==> config.mk <==
export PLATFORM = sky130hd
export DESIGN_NAME = axis_ask_uart_rx
export DESIGN_NICKNAME = d
export VERILOG_FILES = /design/src/rtl/axis_ask_uart_rx.sv
export SDC_FILE = /design/constraint.sdc
export NUM_CORES = 1
export LEC_CHECK = 0
export BUFFER_PORTS_ARGS = -buffer_cell sky130_fd_sc_hd__buf_2
export CORE_ASPECT_RATIO = 0.8
export CORE_UTILIZATION = 60
export CTS_CLUSTER_SIZE = 10
export DETAILED_ROUTE_END_ITERATION = 12
export PLACE_DENSITY_LB_ADDON = 0.3
export REMOVE_ABC_BUFFERS = 1
export SLEW_MARGIN = 20
export SYNTH_ARGS = -nofsm -noshare
export SYNTH_HDL_FRONTEND = slang
export SYNTH_SLANG_ARGS = --single-unit
==> constraint.sdc <==
create_clock -name clk -period 4.9 [get_ports clk]
set_input_delay 0.49 -clock clk [delete_from_list [all_inputs] [get_ports clk]]
set_output_delay 0.49 -clock clk [all_outputs]
set_load 0.1 [all_outputs]
==> src/rtl/axis_ask_uart_rx.sv <==
// ASK-line UART receiver: decodes 2-bit comparator levels into 8N1 frames
// and delivers received bytes through a first-word fall-through FIFO on AXI-Stream.
`timescale 1ns/1ps
module axis_ask_uart_rx #(
   parameter int RX_SIZE   = 4,
   parameter int clkdiv_rx = 100
) (
   input  logic       clk,
   input  logic       rst_n,
   input  logic [1:0] ask_rx,
   output logic [7:0] o_tdata,
   output logic       o_tvalid,
   input  logic       o_tready,
   output logic       o_frame_err,
   output logic       o_overflow,
   output logic       o_carrier
);

   localparam int CW    = $clog2(clkdiv_rx);
   localparam int DEPTH = 2 ** RX_SIZE;
   localparam logic [CW-1:0]      HALF_M1 = CW'(clkdiv_rx / 2 - 1);
   localparam logic [CW-1:0]      FULL_M1 = CW'(clkdiv_rx - 1);
   localparam logic [RX_SIZE:0]   DEPTH_C = (RX_SIZE + 1)'(DEPTH);

   typedef enum logic [2:0] {
      ST_IDLE  = 3'd0,
      ST_START = 3'd1,
      ST_DATA  = 3'd2,
      ST_STOP  = 3'd3,
      ST_WAIT1 = 3'd4
   } state_t;

   logic [1:0]         r_sync1;
   logic [1:0]         r_sync2;
   logic [2:0]         r_hist;
   logic               r_carrier;
   state_t             r_state;
   logic               r_armed;
   logic [CW-1:0]      r_cnt;
   logic [2:0]         r_bitcnt;
   logic [7:0]         r_shift;
   logic               r_frame_err;
   logic               r_overflow;
   logic [7:0]         r_mem [DEPTH];
   logic [RX_SIZE-1:0] r_wptr;
   logic [RX_SIZE-1:0] r_rptr;
   logic [RX_SIZE:0]   r_count;

   logic w_carrier;
   logic w_bit;
   logic w_maj;
   logic w_push;
   logic w_pop;
   logic w_push_ok;

   // 11 = mark, 01 = space; bit 0 low means no carrier
   assign w_carrier = r_sync2[0];
   assign w_bit     = r_sync2[1] & r_sync2[0];
   assign w_maj     = (r_hist[0] & r_hist[1]) | (r_hist[0] & r_hist[2]) | (r_hist[1] & r_hist[2]);

   assign w_push    = (r_state == ST_STOP) && w_carrier && (r_cnt == '0) && w_maj;
   assign w_pop     = o_tvalid & o_tready;
   assign w_push_ok = w_push && ((r_count != DEPTH_C) || w_pop);

   assign o_tvalid    = (r_count != '0);
   assign o_tdata     = o_tvalid ? r_mem[r_rptr] : 8'h00;
   assign o_frame_err = r_frame_err;
   assign o_overflow  = r_overflow;
   assign o_carrier   = r_carrier;

   always_ff @(posedge clk or negedge rst_n) begin
      if (!rst_n) begin
         r_sync1   <= 2'b00;
         r_sync2   <= 2'b00;
         r_hist    <= 3'b000;
         r_carrier <= 1'b0;
      end else begin
         r_sync1   <= ask_rx;
         r_sync2   <= r_sync1;
         r_hist    <= {r_hist[1:0], w_bit};
         r_carrier <= w_carrier;
      end
   end

   always_ff @(posedge clk or negedge rst_n) begin
      if (!rst_n) begin
         r_state     <= ST_IDLE;
         r_armed     <= 1'b0;
         r_cnt       <= '0;
         r_bitcnt    <= 3'd0;
         r_shift     <= 8'h00;
         r_frame_err <= 1'b0;
      end else begin
         r_frame_err <= 1'b0;
         if (w_carrier && w_bit) begin
            r_armed <= 1'b1;
         end
         case (r_state)
            ST_IDLE: begin
               if (!w_carrier) begin
                  r_armed <= 1'b0;
               end else if (r_armed && !w_bit) begin
                  r_state  <= ST_START;
                  r_cnt    <= HALF_M1;
                  r_bitcnt <= 3'd0;
               end
            end
            ST_START, ST_DATA, ST_STOP: begin
               if (!w_carrier) begin
                  r_frame_err <= 1'b1;
                  r_armed     <= 1'b0;
                  r_state     <= ST_IDLE;
               end else if (r_cnt != '0) begin
                  r_cnt <= r_cnt - CW'(1);
               end else begin
                  r_cnt <= FULL_M1;
                  if (r_state == ST_START) begin
                     // a start bit that reads back as 1 is a line glitch, not an error
                     r_state <= w_maj ? ST_IDLE : ST_DATA;
                  end else if (r_state == ST_DATA) begin
                     r_shift  <= {w_maj, r_shift[7:1]};
                     r_bitcnt <= r_bitcnt + 3'd1;
                     if (r_bitcnt == 3'd7) begin
                        r_state <= ST_STOP;
                     end
                  end else if (w_maj) begin
                     r_state <= ST_IDLE;
                  end else begin
                     r_frame_err <= 1'b1;
                     r_armed     <= 1'b0;
                     r_state     <= ST_WAIT1;
                  end
               end
            end
            ST_WAIT1: begin
               if (!w_carrier) begin
                  r_armed <= 1'b0;
               end else if (w_bit) begin
                  r_state <= ST_IDLE;
               end
            end
            default: begin
               r_state <= ST_IDLE;
               r_armed <= 1'b0;
            end
         endcase
      end
   end

   always_ff @(posedge clk) begin
      if (w_push_ok) begin
         r_mem[r_wptr] <= r_shift;
      end
   end

   always_ff @(posedge clk or negedge rst_n) begin
      if (!rst_n) begin
         r_wptr     <= '0;
         r_rptr     <= '0;
         r_count    <= '0;
         r_overflow <= 1'b0;
      end else begin
         r_overflow <= w_push && !w_push_ok;
         if (w_push_ok) begin
            r_wptr <= r_wptr + RX_SIZE'(1);
         end
         if (w_pop) begin
            r_rptr <= r_rptr + RX_SIZE'(1);
         end
         case ({w_push_ok, w_pop})
            2'b10:   r_count <= r_count + (RX_SIZE + 1)'(1);
            2'b01:   r_count <= r_count - (RX_SIZE + 1)'(1);
            default: r_count <= r_count;
         endcase
      end
   end

endmodule

; ---- Word-level counts from Yosys, hierarchy flattened
; Memories as Yosys holds them, arrays and structs flattened.
; Cells that the tools add are included.
[op_classes]
addsub = 6
mul = 0
div_mod_pow = 0
n_lt_le_gt_ge = 0
eq_ne = 18
n_shift = 0
n_mux = 42
bitwise = 9
reduce_logical = 22
[ops]
columns = operator, count
row1 = $mux 3, 16
row2 = $mux 7, 4
row3 = $ne 2x2->1 const B, 8
row4 = $mux 1, 15
row5 = $pmux 7 s2, 1
row6 = $ne 5x5->1 const B, 2
row7 = $pmux 5 s2, 1
row8 = $pmux 3 s3, 1
row9 = $add 4x1->4 const B, 2
row10 = $mux 8, 1
row11 = $logic_and 1x1->1, 7
row12 = $logic_not 7->1, 1
row13 = $reduce_and 7->1, 1
row14 = $reduce_bool 7->1, 1
row15 = $sub 7x1->7 const B, 1
row16 = $eq 3x2->1 const B, 2
row17 = $eq 3x3->1 const B, 2
row18 = $pmux 3 s2, 1
row19 = $reduce_and 6->1, 1
row20 = $add 5x1->5 const B, 1
row21 = $and 1x1->1, 5
row22 = $reduce_and 5->1, 1
row23 = $reduce_bool 5->1, 1
row24 = $sub 5x1->5 const B, 1
row25 = 16 further kinds, 20
[word_totals]
register_bits = 45
latch_bits = 0
mem_bits_rw = 128
mem_bits_ro = 0
inputBits = 5
output_inout_bits = 12
wordCells = 112
n_memories = 1
[mem_list]
columns = memory, words, width, read_ports, rd_clocked_by_memory_dff, write_ports, line_no
row1 = r_mem, 16, 8, 1, 0, 1, 44  ; logic [7:0] r_mem [DEPTH];

; ---- Logic depth before layout (Yosys ltp)
; Gate-level depths: netlist (run 1).
[logic_depth]
ltp_word = 9
mapped_depth = 11
mapped_depth_nobuf = 11

; ---- Worst setup path before layout (run 1)
; OpenSTA, ideal clock, no wires.
[synth_timing]
kind = register to register
startpoint = register r_cnt[0]
endpoint = memory r_mem[3][0] (enable)
setup_time_ns = 0.383
arrival_ns = 2.229
t_required_ns = 4.517
setup_slack_ns = 2.288
path_stages_with_launch = 10
n_path_buf = 2
synth_period_minus_slack_ns = 2.612
cell_sequence = dfrtp_1 > inv_1 > ha_1 > nor3b_1 > and2_1 > buf_2 > and4_1 > buf_2 > nand2_1 > nor3_1
[synth_between]
elab_chain_len = 6
[synth_lines]
columns = item, line_no
row1 = start: declaration, 39  ; logic [CW-1:0] r_cnt;
row2 = start signal: assignment, 114  ; r_cnt <= r_cnt - CW'(1);
row3 = $logic_not 7->1, 61  ; assign w_push = (r_state == ST_STOP) && w_carrier && (r_cnt == '0) && w_maj;
row4 = $logic_and 1x1->1 (2 in series), 61
row5 = $logic_and 1x1->1, 63  ; assign w_push_ok = w_push && ((r_count != DEPTH_C) || w_pop);
row6 = $mux 1, 151  ; if (w_push_ok) begin
row7 = $mux 1 (implied by the code), 152  ; r_mem[r_wptr] <= r_shift;
row8 = end: declaration, 44
; Every way passes these cells.

; ---- Worst setup path in the final report (run 1)
[layout_timing]
startpoint = register r_rptr[0]
endpoint = output o_tdata[5]
[layout_between]
elab_chain_len = 2
[layout_lines]
columns = item, line_no
row1 = start: declaration, 46  ; logic [RX_SIZE-1:0] r_rptr;
row2 = start signal: assignment, 168  ; r_rptr <= r_rptr + RX_SIZE'(1);
row3 = $mem_v2 16x8, -
row4 = $mux 8, 66  ; assign o_tdata = o_tvalid ? r_mem[r_rptr] : 8'h00;
row5 = end: declaration, 11  ; output logic [7:0] o_tdata,
; Every way passes these cells.

==> results of run 1 <==
## cells in the mapped netlist, drive strengths merged (5+ instances only)
cell type    n
xnor2        8
buf         12
or3          5
inv          8
nor2        20
edfxtp     128
nor3         7
o21ai       18
mux4        40
ha           9
dfrtp       45
nand4        6
clkbuf       7
nor2b       11
mux2        10
nand2       20
## critical path: stages (launching register included)
cell and delay [ns]:
dfrtp_4 0.85, mux4_1 0.68, mux4_2 0.46, nor2b_4 0.13, buf_2 0.32
## per-stage QoR
stage          area [um^2]  utilization [%]  worst slack, ns  hold WS (ns)  total power [W]
6_report              8010             69.0             1.55        0.0696          0.00453
5_1_grt               8010             69.0             1.40         0.104          0.00471
4_1_cts               8000             68.9             1.20         0.156          0.00456
3_5_place_dp          7360             63.4             1.67         0.350          0.00311
3_3_place_gp          7360             63.4             1.71         0.335          0.00308
2_1_floorplan         7060                -             1.80         0.194          0.00287
## cell type report
class | count | area [um^2]
Clock inverter | 14 | 216
Timing Repair Buffer | 17 | 90.1
Inverter | 8 | 30.0
Clock buffer | 18 | 429
Fill cell | 700 | 3590
Sequential cell | 173 | 4970
Tap cell | 148 | 185
Multi-Input combinational cell | 196 | 2090
## flip-flops by register name (all words and copies together) (netlist names)
register	count
r_hist	3
o_frame_err	1
r_sync1	2
r_armed	1
r_sync2	2
r_wptr	4
r_state	3
r_rptr	4
o_overflow	1
r_cnt	7
r_mem	128
r_count	5
r_bitcnt	3
o_carrier	1
r_shift	8
## routing by layer
metal  track usage (%)  vias to the layer above  share of wire, %
met5                 0                        -                 0
met4              8.34                        0               1.7
met3              6.61                       23               7.4
met2              36.1                      157                47
met1              35.0                     1913                44
li1                  -                     1603                 -
## where the power goes
part	leakage, nW	total, W	internal (W)	switching [W]
combinational	0.846	0.00121	0.000476	0.000736
sequential	1.73	0.00186	0.00165	0.000218
clock	0.306	0.00145	0.000907	0.000543
## cell families after synthesis
kind of cell / share of synthesized area [%]
buf+inv: 2.07
xor+xnor: 1.34
simple gates: 6.92
fa+ha+maj: 1.71
compound gates: 3.55
mux: 15.2
flops: 69.2
## final timing paths
kind / start / endpoint / cells past startpoint
hold / removal: rst_n / r_sync1[0]$_DFF_PN0_ / 1
setup reg to reg: r_cnt[0]$_DFFE_PN0P_ / r_mem[4][4]$_DFFE_PP_ / 7
hold reg to reg: r_sync1[0]$_DFF_PN0_ / r_sync2[0]$_DFF_PN0_ / 0
min in group clk: ask_rx[0] / r_sync1[0]$_DFF_PN0_ / 1
max in group asynchronous: rst_n / r_rptr[0]$_DFFE_PN0P_ / 1
setup / recovery: r_rptr[0]$_DFFE_PN0P_ / o_tdata[5] / 4
==> out/qor.txt, run 1 <==
Synth area leader -> edfxtp_1
cells after synthesis -> 396
Seq cells post-synth -> 173
CTS tree -> done
fraction of registers with async set/reset -> 26.0%
Starting DRT DRC Count -> 442
pin count of the biggest net entering global routing -> 46
Final Max Slew Viols -> 0
row cnt -> 35
final WL -> 13800 um
Final Hold Viols -> 0
period utilisation layout -> 68.5%
Layout Cells excl Fill -> 574
worst-margin pin slew -> 1.12 ns
CTS root buf -> clkbuf_16
slack of the worst reg-to-reg path -> 1.77 ns
nets -> 427
CP Capture Type -> primary output
Max-Cap Viols -> 0
placed cells -> 542
Max Clock Skew -> 0.0100 ns
die width -> 124 um
first-pass GRT wire length -> 21200 um
Area growth syn-to-layout -> 11.6%
worst IR drop on VDD -> 0.000364 V
top cell type's share of synthesized area -> 53.5%
Lkg Pwr -> 2.88 nW
Critical Path AT -> 2.86 ns
share of cells above drive strength 1 -> 22.5%
Clock Latency Late Sink -> 0.42 ns
Power Density -> 565 nW/um^2
commonest non-fill, non-tap cell in the layout -> edfxtp_1
RSZ-0062 raised after global routing -> no
Max Freq -> 0.298 GHz
Yosys warning total -> 0
Final ANT Viol Nets -> 0
hpwl dp -> 8060 um
run status -> finished clean
PortBufs -> 16
setup_tns -> 0 ns
drt pass-1 iters -> 5
# clock sinks -> 173
Netlist Area Pre-Place -> 7180 um^2
prevailing post-synth register cell -> edfxtp_1
hold buffers post-CTS -> 0
# H-tree levels -> 4
critical path type -> reg2out
top-level I/O count -> 17
core area -> 11600 um^2
overall routing resource usage -> 24.1%
syn avg cell area -> 18.1 um^2
CTS resizes -> 0
vias per inst -> 6.44
effective utilization at floorplan -> 61.9%
Worst-path clk slew -> 0.06 ns
vias in the first global route -> 3606
final setup violation count -> 0
peak fanout along the critical path -> 35
Wirelength per Cell -> 24.1 um
deepest clock path buffer count -> 2
most frequent cells in the layout -> edfxtp_1 (128), dfrtp_1 (44), mux4_2 (22)
Rel. slew slack -> 24.8%
leading post-synthesis cells by cell area -> edfxtp_1 (54%), dfrtp_1 (16%), mux4_2 (6.9%)
Die Ht -> 99.8 um
gpl congestion -> 0.829
minimum clock period after layout -> 3.35 ns
initial antenna violation count -> 0
register area share after synthesis -> 69.2%
Num CTS Buffers -> 17
GRT overflow -> 0
antenna cells -> 0
Post-CTS Setup Repair Bufs -> 0
via count -> 3696
CP startpoint kind -> flop
EDFF count, synth -> 128
DR DRC count -> 0
CP required -> 4.41 ns
worst hold path class -> in2async
count of cell types in the netlist -> 52
DIE AREA -> 12400 um^2
Note: power is estimated with default switching activity, not from simulation.
==> run 2, diff against run 1 <==
==> constraint.sdc (replaced) <==
create_clock -name clk -period 3.34 [get_ports clk]
set_input_delay 0.334 -clock clk [delete_from_list [all_inputs] [get_ports clk]]
set_output_delay 0.334 -clock clk [all_outputs]
set_load 0.1 [all_outputs]
==> run 2 against run 1 <==
Net effect:
- total power rose by 43%
- worst setup slack lost 1.4 ns
- largest power group unchanged
- sequential share of layout area fell by 0.54 points
- clock skew shrank 0.0034 ns
- sequential cell count did not move
- critical endpoint is now o_tdata[3]
- cell count up 3.5%
- die area is the same
- clock power grew 32%
==> out/qor.txt, run 2 (synthesized netlist as in run 1, its figures left out) <==
CP required -> 3.01 ns (-1.40 ns)
run status -> finished clean
Largest regs -> r_mem: 128 flops, r_shift: 8 flops, r_cnt: 7 flops
setup_tns -> 0 ns (unchanged)
Area growth syn-to-layout -> 12.5%
CP startpoint kind -> flop
overall routing resource usage -> 24.7% (+0.61 points)
Rel. slew slack -> 31.0% (+6.3 points)
Clock Latency Late Sink -> 0.43 ns (about the same)
Final ANT Viol Nets -> 0 (unchanged)
P_int -> 0.00424 W (+40%)
hold buffers post-CTS -> 2 (+2)
Layout Cells excl Fill -> 594 (+3.5%)
deepest clock path buffer count -> 2 (unchanged)
placed cells -> 559 (+3.1%)
Reg power frac -> 41.3% (about the same)
CP bufs+invs -> 2 (+1)
final setup violation count -> 0 (unchanged)
Layout fillers -> 692 (-1.1%)
via count -> 3727 (+0.84%)
GRT overflow -> 0 (unchanged)
period utilisation layout -> 96.9%
hpwl dp -> 8380 um (+4.0%)
Psw -> 0.00223 W (+49%)
RSZ-0062 raised after global routing -> no
Worst path slowest cell -> dfrtp_2
DIE AREA -> 12400 um^2 (unchanged)
flip-flop and latch area -> 4970 um^2 (about the same)
Max-Cap Viols -> 0 (unchanged)
Comb pwr share -> 29.1% (+2.3 points)
Wirelength per Cell -> 23.9 um (-0.83%)
worst hold path class -> in2reg
CP top delay family -> multiplexers
CP Cell Sequence -> buf_12 > mux4_2 > mux4_2 > nor2b_4 > buf_2
row cnt -> 35 (unchanged)
CTS root buf -> clkbuf_16
Lkg Pwr -> 2.94 nW (+2.2%)
CP Capture Type -> primary output
share of cells above drive strength 1 -> 24.2% (+1.7 points)
Final Max Slew Viols -> 0 (unchanged)
CTS resizes -> 0 (unchanged)
minimum clock period after layout -> 3.24 ns
net switching fraction of the power -> 34.5% (+1.5 points)
Critical Path AT -> 2.90 ns (+0.04 ns)
drt pass-1 iters -> 5 (unchanged)
initial antenna violation count -> 0 (unchanged)
PortBufs -> 16 (unchanged)
core area -> 11600 um^2 (unchanged)
area of the multi-input gates -> 2060 um^2 (-1.2%)
Final Util -> 69.6% (+0.57 points)
Final Hold Viols -> 0 (unchanged)
Worst-path clk slew -> 0.06 ns (about the same)
vias in the first global route -> 3676 (+1.9%)
nets -> 447 (+4.7%)
commonest non-fill, non-tap cell in the layout -> edfxtp_1
Clk pwr share -> 29.5% (-2.5 points)
Die Ht -> 99.8 um (unchanged)
Max Freq -> 0.309 GHz
final hold slack -> 0.305 ns (+0.235 ns)
Starting DRT DRC Count -> 363 (-18%)
most flop-heavy register -> r_mem
critical path's most frequent cell -> mux4_2
Num CTS Buffers -> 17 (unchanged)
Max Clock Skew -> 0.00659 ns (-0.00344 ns)
first-pass GRT wire length -> 21800 um (+2.7%)
slack of the worst reg-to-reg path -> 0.36 ns (-1.41 ns)
top-level I/O count -> 17 (unchanged)
# H-tree levels -> 4 (unchanged)
# clock sinks -> 173 (unchanged)
antenna cells -> 0 (unchanged)
CTS tree -> done
DR DRC count -> 0 (unchanged)
pin count of the biggest net entering global routing -> 46 (unchanged)
peak fanout along the critical path -> 21 (-40%)
Post-CTS Setup Repair Bufs -> 0 (unchanged)
effective utilization at floorplan -> 61.9% (unchanged)
gpl congestion -> 0.845 (+2.0%)
Power Density -> 801 nW/um^2 (+42%)
CP peak stage delay -> 0.68 ns (-0.17 ns)
max FFs per register -> 128 (unchanged)
worst-margin pin slew -> 1.03 ns (-0.0985 ns)
die width -> 124 um (unchanged)
most frequent cells in the layout -> edfxtp_1 (128), dfrtp_1 (44), mux4_2 (22)
worst IR drop on VDD -> 0.000433 V (+19%)
critical path type -> reg2out
final WL -> 14200 um (+2.6%)
vias per inst -> 6.27 (-2.6%)
run 2: path summary, 6_finish.rpt:
| check | from | endpoint | cells past startpoint |
|---|---|---|---|
| worst max-delay path | r_rptr[0]$_DFFE_PN0P_ | o_tdata[3] | 5 |
| worst min-delay path | o_tready | o_overflow$_DFF_PN0_ | 4 |
| worst max register to register | r_cnt[0]$_DFFE_PN0P_ | r_count[4]$_DFFE_PN0P_ | 11 |
| worst min register to register | r_sync1[0]$_DFF_PN0_ | r_sync2[0]$_DFF_PN0_ | 0 |
| max in group asynchronous | rst_n | r_rptr[0]$_DFFE_PN0P_ | 2 |
| min in group asynchronous | rst_n | r_count[4]$_DFFE_PN0P_ | 2 |
run 2: power groups by stage:
stage	clock network, W	logic [W]	registers [W]
final	0.00191	0.00188	0.00267
after global routing	0.00202	0.00200	0.00270
after CTS	0.00194	0.00190	0.00267
after detailed placement	0	0.00188	0.00271
after global placement	0	0.00185	0.00270
after floorplan	0	0.00145	0.00276
run 2: per-stage QoR:
stage | instance area (um^2) | power [W] | setup WS, ns
after floorplan | 7060 | 0.00421 | 0.393
after global routing | 8080 | 0.00671 | 0.00519
after global placement | 7480 | 0.00455 | 0.479
final | 8080 | 0.00647 | 0.103
after detailed placement | 7480 | 0.00460 | 0.439
after CTS | 8070 | 0.00651 | 0.0728
run 2: area by class of cell:
type / instances / area share (%)
Sequential cell: 173 / 61.5
Timing Repair Buffer: 37 / 3.22
Clock buffer: 17 / 5.27
Inverter: 8 / 0.372
Tap cell: 148 / 2.29
Clock inverter: 15 / 1.78
Multi-Input combinational cell: 196 / 25.5
run 2: layer usage:
| metal | GRT usage [%] | up-vias | wire length, um |
|---|---|---|---|
| met2 | 37.0 | 148 | 6740 |
| met3 | 4.80 | 18 | 976 |
| li1 | - | 1649 | - |
| met1 | 36.3 | 1912 | 6240 |
| met4 | 10.9 | 0 | 212 |
| met5 | 0 | - | 0 |
run 2: worst register-to-register path, stage by stage, from the launching register on:
cell,delay (ns)
dfrtp_1,0.39
inv_1,0.06
ha_1,0.24
nor3b_1,0.37
nand4_1,0.33
nand2_1,0.25
xnor2_1,0.10
ha_1,0.22
or2_2,0.29
or3_1,0.31
o22ai_1,0.19
xnor2_1,0.15
